==> src/rtl/cla_pipe_addsub.sv <==
`default_nettype none
// ============================================================================
//  Module      : cla_pipe_addsub
//  Description : Pipelined carry-look-ahead adder/subtractor. The operand is
//                split into NSEG = WIDTH/CHUNK segments. Stage k resolves
//                segment k with a flat CHUNK-bit CLA, using the carry that
//                stage k-1 registered. A single global advance signal stalls
//                every stage together, so the last stage register doubles as
//                the output register and holds steady under back-pressure.
//                Optional feature macro: FLAGS_EN (signed overflow, zero and
//                negative flags, registered alongside the result). Without
//                it the flag ports read constant 0.
//  Revision    : 1.0 - initial release
// ============================================================================
module cla_pipe_addsub #(
    parameter int WIDTH = 32,
    parameter int CHUNK = 4
) (
    input  logic             clk,
    input  logic             reset_n,
    input  logic             in_valid,
    output logic             in_ready,
    input  logic [WIDTH-1:0] a,
    input  logic [WIDTH-1:0] b,
    input  logic             ci,
    input  logic             sub,
    output logic             out_valid,
    input  logic             out_ready,
    output logic [WIDTH-1:0] s,
    output logic             co,
    output logic             ovf,
    output logic             zero,
    output logic             neg
);

    localparam int NSEG = WIDTH / CHUNK;

    // Carries of one CLA group: c[0] is the group carry-in, c[CHUNK] the
    // group carry-out. Every carry is a flat sum of products of the group
    // generate/propagate terms, so no carry waits on a neighbouring bit.
    function automatic logic [CHUNK:0] f_cla_carries(
        input logic [CHUNK-1:0] i_x,
        input logic [CHUNK-1:0] i_y,
        input logic             i_cin
    );
        logic [CHUNK-1:0] w_g;
        logic [CHUNK-1:0] w_p;
        logic [CHUNK:0]   w_c;
        logic             w_acc;
        logic             w_pprod;
        w_g    = i_x & i_y;
        w_p    = i_x ^ i_y;
        w_c    = '0;
        w_c[0] = i_cin;
        for (int j = 1; j <= CHUNK; j++) begin
            w_acc   = 1'b0;
            w_pprod = 1'b1;
            for (int i = j - 1; i >= 0; i--) begin
                w_acc   = w_acc | (w_pprod & w_g[i]);
                w_pprod = w_pprod & w_p[i];
            end
            w_c[j] = w_acc | (w_pprod & i_cin);
        end
        return w_c;
    endfunction

    // Stage registers: index k holds what stage k produced.
    logic             r_v [NSEG];
    logic             r_c [NSEG];
    logic [WIDTH-1:0] r_a [NSEG];
    logic [WIDTH-1:0] r_b [NSEG];
    logic [WIDTH-1:0] r_s [NSEG];

    // Stage inputs (what stage k consumes) and stage results.
    logic             w_sv  [NSEG];
    logic             w_sc  [NSEG];
    logic [WIDTH-1:0] w_sa  [NSEG];
    logic [WIDTH-1:0] w_sb  [NSEG];
    logic [WIDTH-1:0] w_ss  [NSEG];
    logic [CHUNK:0]   w_car [NSEG];
    logic [WIDTH-1:0] w_ns  [NSEG];
    logic             w_nc  [NSEG];
    logic             w_adv;

    // Whole pipeline moves only when the output slot is empty or being drained.
    assign w_adv     = !r_v[NSEG-1] || out_ready;
    assign in_ready  = w_adv;
    assign out_valid = r_v[NSEG-1];
    assign s         = r_s[NSEG-1];
    assign co        = r_c[NSEG-1];

    // Stage input selection plus per-stage CLA of the segment it owns.
    // Stage 0 zeroes its operands when no beat is offered so that bubbles
    // carry clean data and undriven inputs never reach the outputs.
    always_comb begin
        for (int k = 0; k < NSEG; k++) begin
            w_sv[k]  = 1'b0;
            w_sc[k]  = 1'b0;
            w_sa[k]  = '0;
            w_sb[k]  = '0;
            w_ss[k]  = '0;
            w_car[k] = '0;
            w_ns[k]  = '0;
            w_nc[k]  = 1'b0;
        end
        w_sv[0] = in_valid;
        w_sa[0] = in_valid ? a : '0;
        w_sb[0] = in_valid ? (sub ? ~b : b) : '0;
        w_sc[0] = in_valid & (ci ^ sub);
        for (int k = 1; k < NSEG; k++) begin
            w_sv[k] = r_v[k-1];
            w_sc[k] = r_c[k-1];
            w_sa[k] = r_a[k-1];
            w_sb[k] = r_b[k-1];
            w_ss[k] = r_s[k-1];
        end
        for (int k = 0; k < NSEG; k++) begin
            w_car[k] = f_cla_carries(w_sa[k][k*CHUNK +: CHUNK],
                                     w_sb[k][k*CHUNK +: CHUNK], w_sc[k]);
            w_ns[k]  = w_ss[k];
            w_ns[k][k*CHUNK +: CHUNK] = w_sa[k][k*CHUNK +: CHUNK]
                                      ^ w_sb[k][k*CHUNK +: CHUNK]
                                      ^ w_car[k][CHUNK-1:0];
            w_nc[k]  = w_car[k][CHUNK];
        end
    end

    // Pipeline registers: reset clears everything, otherwise shift on advance.
    always_ff @(posedge clk or negedge reset_n) begin
        if (!reset_n) begin
            for (int k = 0; k < NSEG; k++) begin
                r_v[k] <= 1'b0;
                r_c[k] <= 1'b0;
                r_a[k] <= '0;
                r_b[k] <= '0;
                r_s[k] <= '0;
            end
        end else if (w_adv) begin
            for (int k = 0; k < NSEG; k++) begin
                r_v[k] <= w_sv[k];
                r_c[k] <= w_nc[k];
                r_a[k] <= w_sa[k];
                r_b[k] <= w_sb[k];
                r_s[k] <= w_ns[k];
            end
        end
    end

`ifdef FLAGS_EN
    logic w_cmsb;
    logic r_ovf;
    logic r_zero;
    logic r_neg;

    // Carry into the MSB is the carry into the top bit of the last group.
    assign w_cmsb = w_car[NSEG-1][CHUNK-1];

    // Status flags registered in step with the final result stage.
    always_ff @(posedge clk or negedge reset_n) begin
        if (!reset_n) begin
            r_ovf  <= 1'b0;
            r_zero <= 1'b0;
            r_neg  <= 1'b0;
        end else if (w_adv) begin
            r_ovf  <= w_cmsb ^ w_nc[NSEG-1];
            r_zero <= (w_ns[NSEG-1] == '0);
            r_neg  <= w_ns[NSEG-1][WIDTH-1];
        end
    end

    assign ovf  = r_ovf;
    assign zero = r_zero;
    assign neg  = r_neg;
`else
    assign ovf  = 1'b0;
    assign zero = 1'b0;
    assign neg  = 1'b0;
`endif

endmodule
`default_nettype wire

==> config.mk <==
export PLATFORM = sky130hd
export DESIGN_NAME = cla_pipe_addsub
export DESIGN_NICKNAME = d
export VERILOG_FILES = /design/src/rtl/cla_pipe_addsub.sv
export SDC_FILE = /design/constraint.sdc
export NUM_CORES = 1
export LEC_CHECK = 0
export ABC_AREA = 1
export CAP_MARGIN = 20
export CORE_ASPECT_RATIO = 1.5
export CORE_UTILIZATION = 55
export DETAILED_ROUTE_END_ITERATION = 6
export GPL_ROUTABILITY_DRIVEN = 0
export PLACE_DENSITY = 0.74
export SYNTH_ARGS = -nofsm -noshare
export SYNTH_HDL_FRONTEND = slang
export SYNTH_SLANG_ARGS = --single-unit
==> constraint.sdc <==
create_clock -name clk -period 2.2 [get_ports clk]
set_clock_uncertainty 0.05 [all_clocks]
set_input_delay 0.22 -clock clk [delete_from_list [all_inputs] [get_ports clk]]
set_output_delay 0.22 -clock clk [all_outputs]
set_load 0.02 [all_outputs]
==> Word level (Yosys, flattened, before mapping) <==
Index checks and enable logic that the tools add are counted.
{ "totals": {"regBits": 608, "elab_cells": 278, "inputBits": 70, "out_inout_bits": 38} }
{ "op_classes": {"bitwise_logic": 235, "n_mux": 3, "n_reduce_logical": 2} }
{ "ops": {"columns": ["op", "count"], "rows": [
  ["AND 1 bit", 129],
  ["two-way mux 32 bit", 3],
  ["OR 1 bit", 80],
  ["XOR 4 bit", 16],
  ["AND 4 bit", 8],
  ["inverter 32 bit", 1],
  ["zero test 1 bit", 1],
  ["logical OR 1 bit", 1],
  ["XOR 1 bit", 1]
]} }

==> Depth between registers and ports, before layout <==
{ "logic_depth": {"word_depth": 9, "depth_mapped": 12} }

==> Worst setup path before layout <==
OpenSTA, ideal clock, no wires.
{ "synth_path": {"path_type": "input-to-reg", "start": "in in_valid", "end": "reg r_s[227] in the netlist's numbering", "setup_ns": 0.117, "slack_ns": 0.512, "path_stages": 11, "required_time_ns": 2.033, "arrival_ns": 1.521, "cell_sequence": "buf_2 -> buf_2 -> o21ai_0 -> a21oi_1 -> ha_1 -> nand2_1 -> nor2_1 -> nor2_1 -> nand3_1 -> nand3_1 -> nand2_1"} }
{ "synth_via": {"elab_chain_cells": 7, "elab_cells_between_ends": 14, "classes_between": "2 x mux; 12 x bitwise"} }
{ "synth_lines": {"columns": ["item", "line", "source"], "rows": [
  ["from (decl)", "21", "input logic in_valid,"],
  ["two-way mux 32 bit (on tied branches)", "107, 108", null],
  ["XOR 4 bit / AND 4 bit (equally long branches)", "52, 122, 51", null],
  ["AND 1 bit (on tied branches)", "59, 60", null],
  ["OR 1 bit (tied with other cells)", "59", "w_acc = w_acc | (w_pprod & w_g[i]);"],
  ["OR 1 bit / AND 1 bit (equally long branches)", "59, 62", null],
  ["OR 1 bit", "62", "w_c[j] = w_acc | (w_pprod & i_cin);"],
  ["XOR 4 bit (*)", "123", "^ w_car[k][CHUNK-1:0];"],
  ["to (signal, indexed assignment)", "144", "r_s[k] <= w_ns[k];"],
  ["to (decl)", "72", "logic [WIDTH-1:0] r_s [NSEG];"]
]} }
Mark *: on every way between the ends. The rest lies on a longest branch, timed or not.
A chain may end at the register's enable or synchronous reset.

==> Worst setup path after layout <==
{ "layout_path": {"start": "reg r_v, in the netlist out_valid", "end": "out in_ready"} }
{ "layout_via": {"elab_chain_cells": 2} }
{ "layout_lines": {"columns": ["item", "line", "source"], "rows": [
  ["from (decl)", "68", "logic r_v [NSEG];"],
  ["from (signal, indexed assignment)", "140", "r_v[k] <= w_sv[k];"],
  ["zero test 1 bit", "86", "assign w_adv = !r_v[NSEG-1] || out_ready;"],
  ["logical OR 1 bit", "86", null],
  ["to (decl)", "22", "output logic in_ready,"]
]} }
No other way between the ends.

==> metrics <==
initial drt markers=650; flops & latches, synth=384; Worst Setup Start Kind=register; Max-Cap Viols=0; run status=completed; simple-gate area share of the yosys netlist=21.7%; Avg Inst Size Synth=9.09 µm²; CP arrival=~1.7 ns; Root Buffer=clkbuf_16; IO Pins=108; H-tree levels=2; Routed Wire Length=28400 µm; Final Max Tran Viols=0; die area=29800 µm²; main combinational cell family by area after synthesis=simple AND/OR/NAND/NOR gates; DRT antenna net count=0; crit path capture type=primary output; Vias=10900; Post-Synth Adder-Cell Area=3.46%; synth-to-layout area growth=14.6%; initial antenna violation count=0; Pwr per Cell Area=around 1300 nW/µm²; Resize count post-CTS=0; r2r endpoint=s[31]$_DFFE_PN0P_; row count=76; via count of the first global-routing pass=10800; max frequency=roughly 0.50 GHz; GR peak layer=met2; most frequent cells in the layout=nand2_1 (831), dfrtp_1 (384), o21ai_0 (143); warnings from Yosys=0; clock-pin slew on the worst setup and hold paths=0.06 ns; flop2flop setup slack=0.58 ns; min-delay worst type=in2async; final instance area=18300 µm²; async set or reset register ratio after synthesis=100%; final net count=1915; Worst Reg-to-Reg Cells=8; GRT Total Usage=roughly a fifth; Sink Count=384; Tcrit/Tclk final=91.1%; antenna diode count=0; register area share after synthesis=60.1%; post-place instance area=17200 µm²; Placement Setup Slack=0.143 ns; latest clock arrival within the worst-skew pair=0.52 ns; setup_tns=0 ns; clock tree from TritonCTS=built; via/cell ratio=4.93; Reg2Reg Launch Point=r_a[61]$_DFFE_PN0P_; post-synthesis compound-gate area fraction=5.82%; Setup CP Type=reg2out; Max VDD drop=0.522 mV; Post-DP HPWL=18100 µm; CORE AREA=around 29000 µm²; Vert. Die Dim=approximately 210 µm; Gate Count Post-Synth=about 1800; most common cell after layout, fill and taps aside=nand2_1; DR WL/cell=12.8 µm; GR Layer Usage met2=34.1%; Pre-Repair DR Iteration Count=5; RSZ-0062 raised after global routing=no; Critical Path RT=1.93 ns; Critical Path Fanout Max=5; post-synthesis mux area share=0%; Tmin final=~2.0 ns; CTS buffer count=35; Die Span X=141 µm; first-pass GRT wire length=50400 µm; Port Buf Inserts=104; Synth Cell Area=between 15000 and 20000 µm²; Clock Tree Buf Depth=3; grt ovf=0; final hold viol count=0; Pleak=~9.4 nW; met1 usage=28.0%; xor-xnor portion of the synthesized cell area=1.97%; ratio of cells with drive above 1 in the final layout=4.92%; Worst Slack Setup Final=0.196 ns; Initial Util=a little under three fifths; largest net degree at the start of global routing=108; DRC Markers=0; Main synth FF type=dfrtp_1; post-synth cell types=26; Final Setup Violations=0; grt met3 use=2.70%; EDFF count, synth=0
-- cell usage after synthesis, types with 2 or more instances --
cell type  instances  area [µm²]
o21ai_0          143         716
inv_1             82         308
buf_1              2        7.51
inv_2              2        7.51
nor2_1            30         113
nand3_1           38         190
buf_4             62         465
buf_2             52         260
nand3_2            2        20.0
nand2_1          831        3120
fa_1               7         140
o21ai_1           12        60.1
o22ai_1            8        50.1
xnor2_1           36         315
a31oi_1            6        37.5
dfrtp_1          384        9610
a21oi_1           12        60.1
ha_1              33         413
clkbuf_1          10        37.5
-- final cells by class --
cell class              instances  area (µm²)
fillers                      2315       10300
flip-flops and latches        384        9610
multi-input cells            1166        5280
repair buffers                134        1470
clock buffers                  53        1040
well taps                     390         488
inverters                      84         323
clock inverters                10         105
-- state kept, by name, indices dropped and copies added, names as in the netlist --
register	count
co	1
out_valid	1
r_a	112
r_b	112
r_c	7
r_s	112
r_v	7
s	32
-- repair_timing --
action	CTS	global route
hold buffers	1	0
buffers inserted	0	0
endpoints found under the hold margin	163	0
-- metrics by stage --
step	cells	util, %	hold slack (ns)	power (mW)
after floorplan	1761	-	-0.126	16.1
after global placement	2157	60.0	0.134	17.6
after detailed placement	2157	60.0	0.129	17.9
after CTS	2221	64.0	0.197	24.1
after global routing	2221	64.0	0.223	25.6
final	2221	64.0	0.191	23.8
-- report_power, final --
group | total (mW) | internal [mW] | switching, mW
sequential | 11.3 | 9.82 | 1.50
clock | 6.01 | 3.50 | 2.51
combinational | 6.49 | 2.63 | 3.86
total | 23.8 | 15.9 | 7.87
-- kinds of logic after synthesis --
kind of cell	count (synthesis)
adder cells (fa/ha/maj)	40
AND/OR/NAND/NOR	905
XOR/XNOR	36
AO/OA/AOI/OAI	182
buffers and inverters	211
flip-flops	384
other	1
-- worst max-delay path: stages, from the launching register on --
cell	delay, ns
dfrtp_1	0.38
inv_1	0.09
nor2_4	0.06
inv_8	0.08
clkdlybuf4s50_1	0.60
-- metal layers --
layer  part of all wire [%]  wire length [µm]
met3                    3.0               838
met4                    2.2               635
met1                     46             13000
met5                      0                 0
met2                     49             13900
-- how the worst max path moves through the flow --
| stage | startpoint | slack [ns] | depth (start not counted) | to |
|---|---|---|---|---|
| 2_1_floorplan | in_valid | 0.51 | 11 | r_s[227]$_DFFE_PN0P_ |
| 6_report | out_valid$_DFFE_PN0P_ | 0.20 | 4 | in_ready |
| 4_1_cts | out_valid$_DFFE_PN0P_ | 0.16 | 4 | in_ready |
| 3_5_place_dp | in_valid | 0.14 | 11 | r_s[227]$_DFFE_PN0P_ |
| 3_3_place_gp | in_valid | 0.23 | 11 | r_s[225]$_DFFE_PN0P_ |
| 5_1_grt | out_valid$_DFFE_PN0P_ | 0.14 | 4 | in_ready |
Note: power is estimated with default switching activity, not from simulation.
